### src/rtl/fetch_seq_ctrl_if.sv
// Handshake/control bundle between the fetch sequencer and the IFU/datapath.
// The slave modport is the controller side; the master modport is the datapath side.
interface fetch_seq_ctrl_if;
  logic        run;
  logic [31:0] instr;
  logic        alu_zero;
  logic        mem_ready;
  logic        ir_we;
  logic        pc_we;
  logic [1:0]  npc_sel;
  logic        reg_we;
  logic [1:0]  reg_dst;
  logic [1:0]  wd_sel;
  logic        alu_src;
  logic [1:0]  ext_op;
  logic [1:0]  alu_op;
  logic        dm_re;
  logic        dm_we;
  logic [2:0]  state;
  logic [31:0] retired;
  logic        illegal;
  logic        bus_err;

  modport slave (
    input  run, instr, alu_zero, mem_ready,
    output ir_we, pc_we, npc_sel, reg_we, reg_dst, wd_sel, alu_src, ext_op,
           alu_op, dm_re, dm_we, state, retired, illegal, bus_err
  );

  modport master (
    output run, instr, alu_zero, mem_ready,
    input  ir_we, pc_we, npc_sel, reg_we, reg_dst, wd_sel, alu_src, ext_op,
           alu_op, dm_re, dm_we, state, retired, illegal, bus_err
  );
endinterface

### src/rtl/fetch_seq_ctrl.sv
// Multicycle MIPS control FSM: FETCH/DECODE/EXEC/MEM/WB sequencing, IFU PC
// strobes, datapath controls, data-memory wait timeout and retirement count.
module fetch_seq_ctrl #(
  parameter int unsigned MEM_WAIT_MAX = 15
) (
  input  logic            clk,
  input  logic            reset,
  fetch_seq_ctrl_if.slave bus
);

  typedef enum logic [2:0] {
    S_FETCH  = 3'd0,
    S_DECODE = 3'd1,
    S_EXEC   = 3'd2,
    S_MEM    = 3'd3,
    S_WB     = 3'd4
  } state_t;

  localparam logic [7:0] WAIT_LAST = 8'(MEM_WAIT_MAX - 1);

  state_t      r_state, w_next;
  logic [5:0]  r_op, r_fn;
  logic [7:0]  r_wait;
  logic [31:0] r_retired;
  logic        r_illegal, r_bus_err;

  logic w_rtype, w_addu, w_subu, w_jr, w_ori, w_lw, w_sw, w_beq, w_lui, w_j, w_jal;
  logic w_legal;
  logic [1:0] w_cls_op, w_cls_ext;
  logic       w_cls_src;

  logic       w_ir_we, w_pc_we, w_reg_we, w_alu_src, w_dm_re, w_dm_we;
  logic [1:0] w_npc_sel, w_reg_dst, w_wd_sel, w_ext_op, w_alu_op;
  logic       w_wait_clr, w_wait_inc, w_set_ill, w_set_berr;

  // Only opcode and funct steer control, so only those fields are latched.
  assign w_rtype = (r_op == 6'h00);
  assign w_addu  = w_rtype && (r_fn == 6'h21);
  assign w_subu  = w_rtype && (r_fn == 6'h23);
  assign w_jr    = w_rtype && (r_fn == 6'h08);
  assign w_ori   = (r_op == 6'h0D);
  assign w_lw    = (r_op == 6'h23);
  assign w_sw    = (r_op == 6'h2B);
  assign w_beq   = (r_op == 6'h04);
  assign w_lui   = (r_op == 6'h0F);
  assign w_j     = (r_op == 6'h02);
  assign w_jal   = (r_op == 6'h03);
  assign w_legal = w_addu | w_subu | w_jr | w_ori | w_lw | w_sw | w_beq |
                   w_lui | w_j | w_jal;

  always_comb begin
    w_cls_op  = 2'd0;
    w_cls_src = 1'b0;
    w_cls_ext = 2'd0;
    if (w_subu || w_beq) w_cls_op = 2'd1;
    else if (w_ori || w_lui) w_cls_op = 2'd2;
    if (w_ori || w_lui || w_lw || w_sw) w_cls_src = 1'b1;
    if (w_lui) w_cls_ext = 2'd2;
    else if (w_lw || w_sw) w_cls_ext = 2'd1;
  end

  always_comb begin
    w_next     = r_state;
    w_ir_we    = 1'b0;
    w_pc_we    = 1'b0;
    w_npc_sel  = 2'd0;
    w_reg_we   = 1'b0;
    w_reg_dst  = 2'd0;
    w_wd_sel   = 2'd0;
    w_alu_src  = 1'b0;
    w_ext_op   = 2'd0;
    w_alu_op   = 2'd0;
    w_dm_re    = 1'b0;
    w_dm_we    = 1'b0;
    w_wait_clr = 1'b0;
    w_wait_inc = 1'b0;
    w_set_ill  = 1'b0;
    w_set_berr = 1'b0;
    case (r_state)
      S_FETCH: begin
        if (bus.run) begin
          w_ir_we = 1'b1;
          w_next  = S_DECODE;
        end
      end
      S_DECODE: begin
        if (w_j || w_jal) begin
          w_pc_we   = 1'b1;
          w_npc_sel = 2'd2;
          w_next    = S_FETCH;
          if (w_jal) begin
            w_reg_we  = 1'b1;
            w_reg_dst = 2'd2;
            w_wd_sel  = 2'd2;
          end
        end else if (w_jr) begin
          w_pc_we   = 1'b1;
          w_npc_sel = 2'd3;
          w_next    = S_FETCH;
        end else if (!w_legal) begin
          w_set_ill = 1'b1;
          w_pc_we   = 1'b1;
          w_next    = S_FETCH;
        end else begin
          w_next = S_EXEC;
        end
      end
      S_EXEC: begin
        w_alu_op  = w_cls_op;
        w_alu_src = w_cls_src;
        w_ext_op  = w_cls_ext;
        if (w_beq) begin
          w_pc_we   = 1'b1;
          w_npc_sel = bus.alu_zero ? 2'd1 : 2'd0;
          w_next    = S_FETCH;
        end else if (w_lw || w_sw) begin
          w_wait_clr = 1'b1;
          w_next     = S_MEM;
        end else begin
          w_next = S_WB;
        end
      end
      S_MEM: begin
        w_alu_op  = w_cls_op;
        w_alu_src = w_cls_src;
        w_ext_op  = w_cls_ext;
        w_dm_re   = w_lw;
        w_dm_we   = w_sw;
        // A ready on the final allowed cycle completes normally rather than aborting.
        if (bus.mem_ready) begin
          if (w_lw) begin
            w_next = S_WB;
          end else begin
            w_pc_we = 1'b1;
            w_next  = S_FETCH;
          end
        end else if (r_wait == WAIT_LAST) begin
          w_set_berr = 1'b1;
          w_pc_we    = 1'b1;
          w_next     = S_FETCH;
        end else begin
          w_wait_inc = 1'b1;
        end
      end
      S_WB: begin
        w_reg_we  = 1'b1;
        w_pc_we   = 1'b1;
        w_reg_dst = {1'b0, w_addu | w_subu};
        w_wd_sel  = {1'b0, w_lw};
        if (!w_lw) begin
          w_alu_op  = w_cls_op;
          w_alu_src = w_cls_src;
          w_ext_op  = w_cls_ext;
        end
        w_next = S_FETCH;
      end
      default: w_next = S_FETCH;
    endcase
  end

  always_ff @(posedge clk or negedge reset) begin
    if (!reset) begin
      r_state   <= S_FETCH;
      r_op      <= '0;
      r_fn      <= '0;
      r_wait    <= '0;
      r_retired <= '0;
      r_illegal <= 1'b0;
      r_bus_err <= 1'b0;
    end else begin
      r_state <= w_next;
      if (w_ir_we) begin
        r_op <= bus.instr[31:26];
        r_fn <= bus.instr[5:0];
      end
      if (w_wait_clr)      r_wait <= '0;
      else if (w_wait_inc) r_wait <= r_wait + 8'd1;
      if (w_pc_we)    r_retired <= r_retired + 32'd1;
      if (w_set_ill)  r_illegal <= 1'b1;
      if (w_set_berr) r_bus_err <= 1'b1;
    end
  end

  // Outputs are forced low combinationally while reset is held.
  assign bus.ir_we   = reset & w_ir_we;
  assign bus.pc_we   = reset & w_pc_we;
  assign bus.npc_sel = reset ? w_npc_sel : '0;
  assign bus.reg_we  = reset & w_reg_we;
  assign bus.reg_dst = reset ? w_reg_dst : '0;
  assign bus.wd_sel  = reset ? w_wd_sel : '0;
  assign bus.alu_src = reset & w_alu_src;
  assign bus.ext_op  = reset ? w_ext_op : '0;
  assign bus.alu_op  = reset ? w_alu_op : '0;
  assign bus.dm_re   = reset & w_dm_re;
  assign bus.dm_we   = reset & w_dm_we;
  assign bus.state   = reset ? r_state : '0;
  assign bus.retired = reset ? r_retired : '0;
  assign bus.illegal = reset & r_illegal;
  assign bus.bus_err = reset & r_bus_err;

endmodule

### src/flat_wrapper.sv
// flat-port wrapper written by rule: the top's interface ports become plain ports
module fetch_seq_ctrl_flat 
#(
  parameter int unsigned MEM_WAIT_MAX = 15
)
  (clk, reset, bus_run, bus_instr, bus_alu_zero, bus_mem_ready, bus_ir_we, bus_pc_we, bus_npc_sel, bus_reg_we, bus_reg_dst, bus_wd_sel, bus_alu_src, bus_ext_op, bus_alu_op, bus_dm_re, bus_dm_we, bus_state, bus_retired, bus_illegal, bus_bus_err);
  fetch_seq_ctrl_if bus_i ();
  input  logic clk;
  input  logic reset;
  input wire logic [$bits(bus_i.run)-1:0] bus_run;
  input wire logic [$bits(bus_i.instr)-1:0] bus_instr;
  input wire logic [$bits(bus_i.alu_zero)-1:0] bus_alu_zero;
  input wire logic [$bits(bus_i.mem_ready)-1:0] bus_mem_ready;
  output wire logic [$bits(bus_i.ir_we)-1:0] bus_ir_we;
  output wire logic [$bits(bus_i.pc_we)-1:0] bus_pc_we;
  output wire logic [$bits(bus_i.npc_sel)-1:0] bus_npc_sel;
  output wire logic [$bits(bus_i.reg_we)-1:0] bus_reg_we;
  output wire logic [$bits(bus_i.reg_dst)-1:0] bus_reg_dst;
  output wire logic [$bits(bus_i.wd_sel)-1:0] bus_wd_sel;
  output wire logic [$bits(bus_i.alu_src)-1:0] bus_alu_src;
  output wire logic [$bits(bus_i.ext_op)-1:0] bus_ext_op;
  output wire logic [$bits(bus_i.alu_op)-1:0] bus_alu_op;
  output wire logic [$bits(bus_i.dm_re)-1:0] bus_dm_re;
  output wire logic [$bits(bus_i.dm_we)-1:0] bus_dm_we;
  output wire logic [$bits(bus_i.state)-1:0] bus_state;
  output wire logic [$bits(bus_i.retired)-1:0] bus_retired;
  output wire logic [$bits(bus_i.illegal)-1:0] bus_illegal;
  output wire logic [$bits(bus_i.bus_err)-1:0] bus_bus_err;
  assign bus_i.run = bus_run;
  assign bus_i.instr = bus_instr;
  assign bus_i.alu_zero = bus_alu_zero;
  assign bus_i.mem_ready = bus_mem_ready;
  assign bus_ir_we = bus_i.ir_we;
  assign bus_pc_we = bus_i.pc_we;
  assign bus_npc_sel = bus_i.npc_sel;
  assign bus_reg_we = bus_i.reg_we;
  assign bus_reg_dst = bus_i.reg_dst;
  assign bus_wd_sel = bus_i.wd_sel;
  assign bus_alu_src = bus_i.alu_src;
  assign bus_ext_op = bus_i.ext_op;
  assign bus_alu_op = bus_i.alu_op;
  assign bus_dm_re = bus_i.dm_re;
  assign bus_dm_we = bus_i.dm_we;
  assign bus_state = bus_i.state;
  assign bus_retired = bus_i.retired;
  assign bus_illegal = bus_i.illegal;
  assign bus_bus_err = bus_i.bus_err;
  fetch_seq_ctrl #(.MEM_WAIT_MAX(MEM_WAIT_MAX)) u_core (.clk(clk), .reset(reset), .bus(bus_i));
endmodule
### config.mk
export PLATFORM = sky130hd
export DESIGN_NAME = fetch_seq_ctrl_flat
export DESIGN_NICKNAME = d
export VERILOG_FILES = /design/src/rtl/fetch_seq_ctrl_if.sv /design/src/rtl/fetch_seq_ctrl.sv /design/src/flat_wrapper.sv
export SDC_FILE = /design/constraint.sdc
export NUM_CORES = 1
export LEC_CHECK = 0
export ABC_AREA = 1
export CAP_MARGIN = 10
export CORE_AREA = 2 2 91 93
export DETAILED_ROUTE_END_ITERATION = 8
export DIE_AREA = 0 0 93 95
export GPL_TIMING_DRIVEN = 0
export PLACE_DENSITY = 0.77
export RECOVER_POWER = 100
export SLEW_MARGIN = 5
export SYNTH_ARGS = -nofsm -noshare
export SYNTH_HDL_FRONTEND = slang
export SYNTH_SLANG_ARGS = --single-unit
### constraint.sdc
create_clock -name clk -period 2.35 [get_ports clk]
set_input_delay 0.47 -clock clk [delete_from_list [all_inputs] [get_ports clk]]
set_output_delay 0.47 -clock clk [all_outputs]
set_load 0.01 [all_outputs]
==> results of run 1 <==
## per-stage QoR
stage	TNS [ns]	area (um2)	hold slack (ns)	setup slack, ns
finish	0	5250	0.0635	0.0154
global route	-0.218	5250	0.0706	-0.0936
CTS	-0.116	5150	0.0704	-0.0478
detailed placement	-39.19	4740	0.455	-0.947
global placement	-205.70	4740	0.448	-3.39
floorplan	0	3920	0.174	0.406
## power groups by stage
stage / Clock, mW / Combinational, mW / Sequential [mW]
CTS: 0.830 / 1.54 / 1.40
global route: 0.871 / 1.95 / 1.44
global placement: 0 / 1.28 / 1.40
floorplan: 0 / 0.964 / 1.36
detailed placement: 0 / 1.32 / 1.41
finish: 0.822 / 1.79 / 1.42
## cell type report
type / count / share of cell area
Tap cell: 105 / 0.0250
Buffer: 15 / 0.0234
Timing Repair Buffer: 96 / 0.169
Inverter: 91 / 0.0653
Clock buffer: 14 / 0.0310
Multi-Input combinational cell: 427 / 0.414
Sequential cell: 57 / 0.273
## cells in the final DEF, fill, tap and decap left out, types with 2 or more instances in the layout
master           instances
nand2_2                  6
a21oi_1                 10
nand3b_1                 3
nor3_1                  17
nand3_1                 58
nand3_2                  2
inv_2                    9
clkbuf_8                13
nor2_1                  64
buf_2                   11
clkbuf_1                 4
a21oi_2                  2
clkdlybuf4s50_1         53
dfrtp_1                 53
inv_1                   81
o21ai_0                  8
buf_6                    6
nand3_4                  3
ha_1                     2
nand2_1                186
buf_4                   24
xnor2_1                 10
dfrtp_2                  4
xor2_1                  17
mux2_2                   4
dlygate4sd2_1            7
clkbuf_2                 3
nor2_2                   8
nor2_4                   8
nand4_1                  8
## repair_timing
item,in CTS,in global routing
hold buffers,1,0
pin swaps,10,12
cloned,1,0
endpoints found under the setup margin,53,9
gates resized for setup,65,28
setup buffers,14,11
hold endpoints to repair,28,0
## metal layers
metal | GRT usage | part of all wire
met1 | 0.331 | 0.42
met2 | 0.479 | 0.50
met3 | 0.0415 | 0.055
met4 | 0.0968 | 0.023
met5 | 0 | 0
## registers in the layout, summed over array words and instances, names as in the netlist
signal and count:
u_core.r_retired 32, u_core.r_wait 8, u_core.r_fn 6, u_core.r_op 6
u_core.r_state 3, u_core.r_bus_err 1, u_core.r_illegal 1
## kinds of logic after synthesis
family / after synthesis
xor gates and xnor gates: 27
buffers and inverters: 107
muxes: 4
and+or+nand+nor: 368
AOI/OAI and AO/OA: 25
adders and majority gates: 3
DFF: 57
## worst min path at each step
stage / start / endpoint / slack (ns)
after global placement: u_core.r_bus_err / u_core.r_bus_err / 0.45
after detailed placement: u_core.r_bus_err / u_core.r_bus_err / 0.45
after global routing: reset / u_core.r_retired[30] / 0.07
after floorplan: reset / u_core.r_bus_err / 0.17
after CTS: reset / u_core.r_retired[25] / 0.07
final: reset / u_core.r_retired[30] / 0.06
==> results.sh, run 1 <==
export IMPL_outcome="finished with violations"
export IMPL_violations="capacitance limit, slew limit"
export IMPL_synthXorXnorAreaFrac=0.0603
export IMPL_synth_area_leaders="dfrtp_1 (36%), nand2_1 (18%), inv_1 (8.2%)"
export IMPL_worstSetupPathDepth=10
export IMPL_start_kind="flop"
export IMPL_grt_pass1_vias=3955
export IMPL_antenna_found_initial=0
export IMPL_fin_crit_ns=2.33
export IMPL_crit_path_end_kind="primary output"
export IMPL_grtUsageTotal=0.269
export IMPL_regArea_um2=1430
export IMPL_area_delta_synth_final_pct=33.9
export IMPL_rows=33
export IMPL_cp_arrival_ns=1.86
export IMPL_die_area_um2=8840
export IMPL_synth_compound_area_share=0.0348
export IMPL_synth_most_common_cell="nand2_1"
export IMPL_clkTransAtPathRegs_ns=0.06
export IMPL_r2r_cells=14
export IMPL_grt_max_degree=30
export IMPL_peakVddDrop_mv=0.596
export IMPL_dp_final_hpwl_um=7990
export IMPL_core_um2=7930
export IMPL_place_inst=765
export IMPL_synth_enable_flop_cells=0
export IMPL_worstPathRequired_ns=1.88
export IMPL_cp_buffers_inverters=3
export IMPL_p_int_mw=2.39
export IMPL_setup_viol=0
export IMPL_start_util=0.494
export IMPL_num_vias=4216
export IMPL_gp_congestion=0.950
export IMPL_hp_class="input port to asynchronous set/reset pin"
export IMPL_antenna_left=0
export IMPL_fp_dieW_um=93
export IMPL_htreeDepth=3
export IMPL_grt_pass1_wl_um=18400
export IMPL_skew_ns=0.00875
export IMPL_ioPinCount=90
export IMPL_p_per_area_nw_per_um2=769
export IMPL_worstSetupEndpoint="bus_pc_we"
export IMPL_layout_drive_gt1_share=0.163
export IMPL_synth_simple_gate_area_share=0.408
export IMPL_yosys_top_cells_count="nand2_1 (190), inv_1 (86), nor2_1 (71), nand3_1 (59), dfrtp_1 (57)"
export IMPL_switchingPower_mw=1.65
export IMPL_nets=737
export IMPL_grt_remaining_overflow=0
export IMPL_ys_warnings_count=0
export IMPL_synth_top_family_by_area="simple AND/OR/NAND/NOR gates"
export IMPL_cp_max_fo=5
export IMPL_slew_violations=30
export IMPL_clkSinkCount=57
export IMPL_ys_seq_elements=57
export IMPL_drt_first_iter_violations=241
export IMPL_synth_nets=631
export IMPL_reg2reg_from="u_core.r_op[3]"
export IMPL_period_share=0.993
export IMPL_routedWlPerCell_um=14.3
export IMPL_yosys_area_share_adder=0.00958
export IMPL_cpPeakStageDelay_ns=0.44
export IMPL_drc_errors=0
export IMPL_totalWireLength_um=11500
export IMPL_crit_path_start="u_core.r_op[3]"
export IMPL_yosysSeqAreaShare=0.364
export IMPL_syn_area_um2=3920
export IMPL_hold_viol=0
export IMPL_synth_mux_area_frac=0.0115
export IMPL_clk_path_buf_depth=2
export IMPL_viasPerCell=5.24
export IMPL_cpMaxStageDelayCell="dfrtp_2"
export IMPL_cp_cell_sequence="buf_6 -> buf_4 -> nand3_1 -> nor2_2 -> nor2_1 -> nand2_1 -> nand2_2 -> nand2_8 -> a21oi_2 -> buf_2"
export IMPL_cts_buffers_inserted=9
export IMPL_relSlewSlack=-0.112
export IMPL_synthDominantCellAreaShare=0.364
export IMPL_rsz0062_at_grt="yes"
export IMPL_seq_power_share=0.353
export IMPL_synth_avg_cell_area_um2=6.63
export IMPL_multi_input_area_um2=2170
export IMPL_power_total_mw=4.03
export IMPL_crit_type="flop to primary output"
export IMPL_p_clk_frac=0.204
export IMPL_worstSkewPairLatency_ns=0.35
export IMPL_fmax_ghz=0.428
export IMPL_p_sw_frac=0.408
export IMPL_path_delay_family="simple AND/OR/NAND/NOR gates"
export IMPL_cts_tree="built"
export IMPL_cts_root_buf="clkbuf_8"
export IMPL_r2r_setup_slack_ns=0.29
export IMPL_p_comb_frac=0.443
export IMPL_synth_area_leader_cell="dfrtp_1"
export IMPL_portBuffers=69
export IMPL_power_leakage_nw=2.71
export IMPL_synthArstFlopShare=1.00
export IMPL_die_h_um=95
export IMPL_drt_pass1_iter_count=5
export IMPL_synthFlopType="dfrtp_1"
export IMPL_reg2reg_to="u_core.r_retired[25]"
export IMPL_ys_types=32
export IMPL_stdcell_count=805
export IMPL_worst_pin_slew_ns=1.67
export IMPL_postLayoutCoreUtil=0.662
export IMPL_antenna_cells=0
export IMPL_synth_cells=591
export IMPL_n_fill_cell=723
export IMPL_max_cap_viol_count=1
(Power assumes the default switching activity.)
==> inputs of run 2 (changes only) <==
GPL_ROUTABILITY_DRIVEN = 0   (was default)
==> run 2 against run 1 <==
Against the previous run:
- the run ends with setup timing left
- clock skew shrank 0.0019 ns
- setup slack lost 0.036 ns
- register-to-register slack gained 0.15 ns
- flip-flop and latch count is the same
- global-route usage shrank 1.1 points
- final area grew 0.33%
- critical path depth shrank 2
- clock power grew 2.8%
- largest cell class unchanged
- highest routed layer unchanged
==> results.sh, run 2 (synthesized netlist as in run 1, its figures left out) <==
export IMPL_outcome="finished with violations"
export IMPL_violations="setup timing"
export IMPL_largest_reg_flops=32
export IMPL_clk_path_buf_depth=2
export IMPL_peakVddDrop_mv=0.629
export IMPL_start_util=0.494
export IMPL_p_sw_frac=0.417
export IMPL_skew_ns=0.00688
export IMPL_grt_max_degree=22
export IMPL_clkTransAtPathRegs_ns=0.07
export IMPL_routedWlPerCell_um=14.1
export IMPL_nets=734
export IMPL_drt_pass1_iter_count=5
export IMPL_setup_ws_ns=-0.0201
export IMPL_cts_tree="built"
export IMPL_multi_input_area_um2=2170
export IMPL_fp_dieW_um=93
export IMPL_grt_pass1_wl_um=17900
export IMPL_htreeDepth=3
export IMPL_layout_commonest_cell="nand2_1"
export IMPL_crit_type="flop to primary output"
export IMPL_regMostFlops="u_core.r_retired"
export IMPL_max_cap_viol_count=0
export IMPL_switchingPower_mw=1.68
export IMPL_grt_remaining_overflow=0
export IMPL_postLayoutCoreUtil=0.664
export IMPL_hp_class="input port to asynchronous set/reset pin"
export IMPL_n_fill_cell=704
export IMPL_ioPinCount=90
export IMPL_grt_pass1_vias=3913
export IMPL_period_share=1.01
export IMPL_rsz0062_at_grt="yes"
export IMPL_rows=33
export IMPL_core_um2=7930
export IMPL_regArea_um2=1430
export IMPL_portBuffers=69
export IMPL_worst_pin_slew_ns=0.955
export IMPL_antenna_cells=0
export IMPL_slew_violations=0
export IMPL_viasPerCell=5.27
export IMPL_p_int_mw=2.35
export IMPL_worstPathRequired_ns=1.88
export IMPL_relSlewSlack=0.361
export IMPL_totalWireLength_um=11300
export IMPL_hold_viol=0
export IMPL_layout_drive_gt1_share=0.157
export IMPL_clkSinkCount=57
export IMPL_setup_viol=1
export IMPL_num_vias=4241
export IMPL_area_delta_synth_final_pct=34.3
export IMPL_reg_largest_list="u_core.r_retired (32), u_core.r_wait (8)"
export IMPL_cp_arrival_ns=1.90
export IMPL_r2r_cells=12
export IMPL_antenna_found_initial=0
export IMPL_seq_power_share=0.359
export IMPL_cts_buffers_inserted=9
export IMPL_grtUsageTotal=0.258
export IMPL_power_leakage_nw=2.72
export IMPL_crit_path_end_kind="primary output"
export IMPL_worstSkewPairLatency_ns=0.35
export IMPL_die_h_um=95
export IMPL_fmax_ghz=0.422
export IMPL_fin_crit_ns=2.37
export IMPL_cp_max_fo=6
export IMPL_start_kind="flop"
export IMPL_cts_root_buf="clkbuf_8"
export IMPL_drc_errors=0
export IMPL_p_clk_frac=0.210
export IMPL_power_total_mw=4.03
export IMPL_layout_common_cells="nand2_1 (188), inv_1 (82), nor2_1 (64)"
export IMPL_p_comb_frac=0.431
export IMPL_drt_first_iter_violations=316
export IMPL_dp_final_hpwl_um=7700
export IMPL_die_area_um2=8840
export IMPL_p_per_area_nw_per_um2=766
export IMPL_antenna_left=0
==> run 2: timing repair <==
| item | in CTS | in global routing |
|---|---|---|
| cloned | 1 | 0 |
| setup buffers | 8 | 14 |
| endpoints found under the hold margin | 21 | 0 |
| pin swaps | 5 | 14 |
| resized for setup | 60 | 28 |
| endpoints found under the setup margin | 53 | 12 |
| hold buffers | 1 | 0 |
==> run 2: worst paths after layout <==
kind	to	slack, ns	start
setup reg to reg	u_core.r_retired[0]	0.44	u_core.r_op[2]
max in group asynchronous	u_core.r_retired[26]	0.94	reset
hold reg to reg	u_core.r_bus_err	0.48	u_core.r_bus_err
min in group clk	u_core.r_bus_err	0.48	u_core.r_bus_err
hold / removal	u_core.r_state[1]	0.03	reset
setup / recovery	bus_pc_we	-0.02	u_core.r_op[2]
==> run 2: through the flow <==
| step | setup slack, ns | std cells | hold WS [ns] | area (um2) | TNS, ns |
|---|---|---|---|---|---|
| after floorplan | 0.406 | 591 | 0.174 | 3920 | 0 |
| after global placement | -3.36 | 765 | 0.450 | 4740 | -202.90 |
| after detailed placement | -1.02 | 766 | 0.463 | 4760 | -41.04 |
| after global routing | -0.0897 | 804 | 0.0260 | 5260 | -0.107 |
| after CTS | -0.0595 | 791 | 0.0282 | 5120 | -0.0595 |
| final | -0.0201 | 804 | 0.0274 | 5260 | -0.0201 |
==> run 2: area by class of cell <==
type	instances	share of cell area
clock buffer	13	0.0302
multi-input combinational	427	0.413
tap	105	0.0250
buffer	14	0.0216
timing repair buffer	94	0.170
clock inverter	3	0.00285
inverter	91	0.0656
sequential	57	0.272
==> run 2: worst max-delay path: stages, from the launching register on <==
cell and delay, ns:
dfrtp_2 0.47, nor2_4 0.21, nand3_4 0.12, nor2_4 0.13
nor2_2 0.07, nand2_2 0.14, nand2_8 0.08, a21oi_2 0.17
buf_2 0.15
==> run 2: power by group through the flow <==
stage | logic (mW) | registers, mW | clock network [mW]
floorplan | 0.964 | 1.36 | 0
CTS | 1.47 | 1.41 | 0.848
global placement | 1.28 | 1.40 | 0
detailed placement | 1.32 | 1.41 | 0
global route | 1.88 | 1.47 | 0.901
finish | 1.74 | 1.45 | 0.845
==> run 2: layer usage <==
layer	global-route usage	up-vias	wire length, um
li1	-	2030	-
met1	0.312	1973	4530
met2	0.450	198	5650
met3	0.0463	40	790
met4	0.115	0	348
met5	0	-	0
==> inputs of run 3 (changes only) <==
ABC_AREA = default   (was 1)
CORE_AREA = 2 2 85 87   (was 2 2 91 93)
DIE_AREA = 0 0 87 89   (was 0 0 93 95)
HOLD_SLACK_MARGIN = 0.02   (was default)
==> run 3 against run 2 <==
Against the previous run:
- the flow still finishes with violations (setup timing)
- synthesized cell count fell by 42%
- clock power fell by 11%
- register-to-register slack got worse by 0.37 ns
- non-clock buffer count rose by 15
- maximum frequency is 8.2% lower
- sequential power rose by 17%
- combinational power rose by 17%
- final area fell by 9.7%
- worst hold slack worse by 0.015 ns
- first-iteration DRC count shrank 59%
- critical endpoint unchanged
- highest routed layer unchanged
==> results.sh, run 3 <==
export IMPL_outcome="finished with violations"
export IMPL_violations="setup timing"
export IMPL_die_h_um=89
export IMPL_fp_dieW_um=87
export IMPL_layout_drive_gt1_share=0.282
export IMPL_synthFlopType="dfrtp_1"
export IMPL_multi_input_area_um2=1950
export IMPL_setup_ws_ns=-0.231
export IMPL_grtUsageTotal=0.233
export IMPL_drt_first_iter_violations=130
export IMPL_crit_path_end_kind="primary output"
export IMPL_layout_commonest_cell="clkdlybuf4s50_1"
export IMPL_regArea_um2=1440
export IMPL_cp_buffers_inverters=2
export IMPL_viasPerCell=5.50
export IMPL_synthDominantCellAreaShare=0.433
export IMPL_seq_power_share=0.379
export IMPL_synthArstFlopShare=1.00
export IMPL_worstSetupEndpoint="bus_pc_we"
export IMPL_totalWireLength_um=8760
export IMPL_ys_types=48
export IMPL_cp_max_fo=3
export IMPL_crit_type="flop to primary output"
export IMPL_max_cap_viol_count=0
export IMPL_reg2reg_to="u_core.r_retired[31]"
export IMPL_stdcell_count=541
export IMPL_yosysSeqAreaShare=0.433
export IMPL_yosys_top_cells_count="dfrtp_1 (57), and2_1 (42), xor2_1 (33), nor2_1 (31), nand2_1 (25)"
export IMPL_synth_most_common_cell="dfrtp_1"
export IMPL_relSlewSlack=0.610
export IMPL_synth_area_leader_cell="dfrtp_1"
export IMPL_cts_root_buf="clkbuf_8"
export IMPL_die_area_um2=7740
export IMPL_p_int_mw=2.74
export IMPL_rsz0062_at_grt="yes"
export IMPL_switchingPower_mw=1.75
export IMPL_p_comb_frac=0.453
export IMPL_tns_ns=-0.690
export IMPL_synth_cells=340
export IMPL_ys_warnings_count=0
export IMPL_htreeDepth=3
export IMPL_cpMaxStageDelayCell="dfrtp_1"
export IMPL_cpPeakStageDelay_ns=0.44
export IMPL_worstSetupPathDepth=7
export IMPL_p_sw_frac=0.390
export IMPL_place_inst=489
export IMPL_num_vias=2977
export IMPL_synth_area_leaders="dfrtp_1 (43%), xor2_1 (8.8%), and2_1 (8.0%)"
export IMPL_regMostFlops="u_core.r_retired"
export IMPL_fmax_ghz=0.387
export IMPL_start_util=0.490
export IMPL_synth_enable_flop_cells=0
export IMPL_largest_reg_flops=32
export IMPL_ioPinCount=90
export IMPL_start_kind="flop"
export IMPL_worstSkewPairLatency_ns=0.33
export IMPL_layout_common_cells="clkdlybuf4s50_1 (52), dfrtp_1 (48), and2_1 (41)"
export IMPL_core_um2=6720
export IMPL_p_clk_frac=0.168
export IMPL_dp_final_hpwl_um=5200
export IMPL_period_share=1.10
export IMPL_peakVddDrop_mv=0.630
export IMPL_worstPathRequired_ns=1.88
export IMPL_path_delay_family="compound AO/OA/AOI/OAI gates"
export IMPL_syn_area_um2=3290
export IMPL_antenna_found_initial=0
export IMPL_crit_path_start="u_core.r_fn[1]"
export IMPL_cts_buffers_inserted=9
export IMPL_clkSinkCount=57
export IMPL_hold_buffers=0
export IMPL_grt_pass1_wl_um=14000
export IMPL_grt_remaining_overflow=0
export IMPL_portBuffers=69
export IMPL_reg_largest_list="u_core.r_retired (32), u_core.r_wait (8)"
export IMPL_nets=499
export IMPL_fin_crit_ns=2.58
export IMPL_hold_viol=0
export IMPL_drc_errors=0
export IMPL_synth_nets=380
export IMPL_worst_pin_slew_ns=0.581
export IMPL_r2r_setup_slack_ns=0.07
export IMPL_grt_max_degree=65
export IMPL_rows=30
export IMPL_hp_class="input port to asynchronous set/reset pin"
export IMPL_drt_pass1_iter_count=4
export IMPL_area_delta_synth_final_pct=44.2
export IMPL_grt_pass1_vias=2940
export IMPL_synth_avg_cell_area_um2=9.69
export IMPL_setup_viol=6
export IMPL_cp_cell_sequence="nor4b_4 -> a21oi_1 -> o211ai_2 -> a311oi_4 -> buf_6 -> nor2b_1 -> buf_2"
export IMPL_place_area_um2=4080
export IMPL_p_per_area_nw_per_um2=946
export IMPL_postLayoutCoreUtil=0.707
export IMPL_place_ws_ns=-0.882
export IMPL_antenna_left=0
export IMPL_reg2reg_from="u_core.r_fn[1]"
export IMPL_skew_ns=0.00739
export IMPL_cts_tree="built"
export IMPL_antenna_cells=0
export IMPL_ys_seq_elements=57
export IMPL_fin_area_um2=4750
export IMPL_power_leakage_nw=1.90
export IMPL_clk_path_buf_depth=2
export IMPL_n_fill_cell=465
export IMPL_slew_violations=0
export IMPL_routedWlPerCell_um=16.2
export IMPL_clkTransAtPathRegs_ns=0.06
export IMPL_cp_arrival_ns=2.11
export IMPL_r2r_cells=8
[run 3: changes by cell type after synthesis, moves of 8 or more]
cell,before,now
and2_1,0,42
and3_1,0,11
inv_1,86,2
mux2_2,4,12
nand2_1,190,25
nand3_1,59,24
nor2_1,71,31
xor2_1,17,33
[run 3: final cells by class]
| cell class | instances | area share |
|---|---|---|
| plain buffers | 13 | 0.0221 |
| well taps | 80 | 0.0211 |
| flip-flops and latches | 57 | 0.303 |
| clock inverters | 1 | 0.00105 |
| repair buffers | 110 | 0.211 |
| multi-input cells | 266 | 0.410 |
| clock buffers | 12 | 0.0306 |
| inverters | 2 | 0.00158 |
[run 3: layer usage]
| layer | up-vias | routed length, um | global-route usage | part of all wire |
|---|---|---|---|---|
| li1 | 1415 | - | - | - |
| met1 | 1467 | 3670 | 0.293 | 0.42 |
| met2 | 73 | 4570 | 0.389 | 0.52 |
| met3 | 22 | 259 | 0.0452 | 0.030 |
| met4 | 0 | 260 | 0.108 | 0.030 |
| met5 | - | 0 | 0 | 0 |
[run 3: power groups by stage]
stage / Sequential, mW / Clock, mW / Combinational [mW]
6_report: 1.70 / 0.755 / 2.04
3_5_place_dp: 1.65 / 0 / 1.63
5_1_grt: 1.75 / 0.825 / 2.22
3_3_place_gp: 1.63 / 0 / 1.61
4_1_cts: 1.68 / 0.765 / 1.85
2_1_floorplan: 1.55 / 0 / 1.13
[run 3: metrics by stage]
step           hold WS (ns)  power, mW
2_1_floorplan         0.174       2.68
3_3_place_gp          0.443       3.24
3_5_place_dp          0.446       3.28
4_1_cts              0.0316       4.30
5_1_grt              0.0410       4.79
6_report             0.0127       4.50
[run 3: cells by family after synthesis]
group                      Yosys count  share of synthesized area
AOI/OAI and AO/OA                   20                     0.0452
adders and majority gates            3                     0.0114
buffers and inverters               17                     0.0281
muxes                               14                     0.0475
xor gates and xnor gates            37                     0.0984
DFF                                 57                      0.433
and+or+nand+nor                    192                      0.337
[run 3: how the worst min path moves through the flow]
stage | endpoint | cells past startpoint
2_1_floorplan | u_core.r_bus_err | 0
3_5_place_dp | u_core.r_bus_err | 1
4_1_cts | u_core.r_retired[6] | 1
3_3_place_gp | u_core.r_bus_err | 1
5_1_grt | u_core.r_fn[0] | 1
6_report | u_core.r_op[3] | 1
[run 3: repair_timing]
action / CTS / global route
pin swaps: 8 / 12
gates resized for setup: 82 / 42
setup buffers: 35 / 9
endpoints found under the setup margin: 73 / 50
hold endpoints to repair: 0 / 0
[run 3: worst register-to-register path: stages (launching register included)]
cell      delay [ns]
dfrtp_1         0.44
nor4b_4         0.41
a21oi_1         0.23
o211ai_2        0.25
a311oi_4        0.06
buf_4           0.19
buf_6           0.15
nor4_2          0.30
xor2_1          0.18
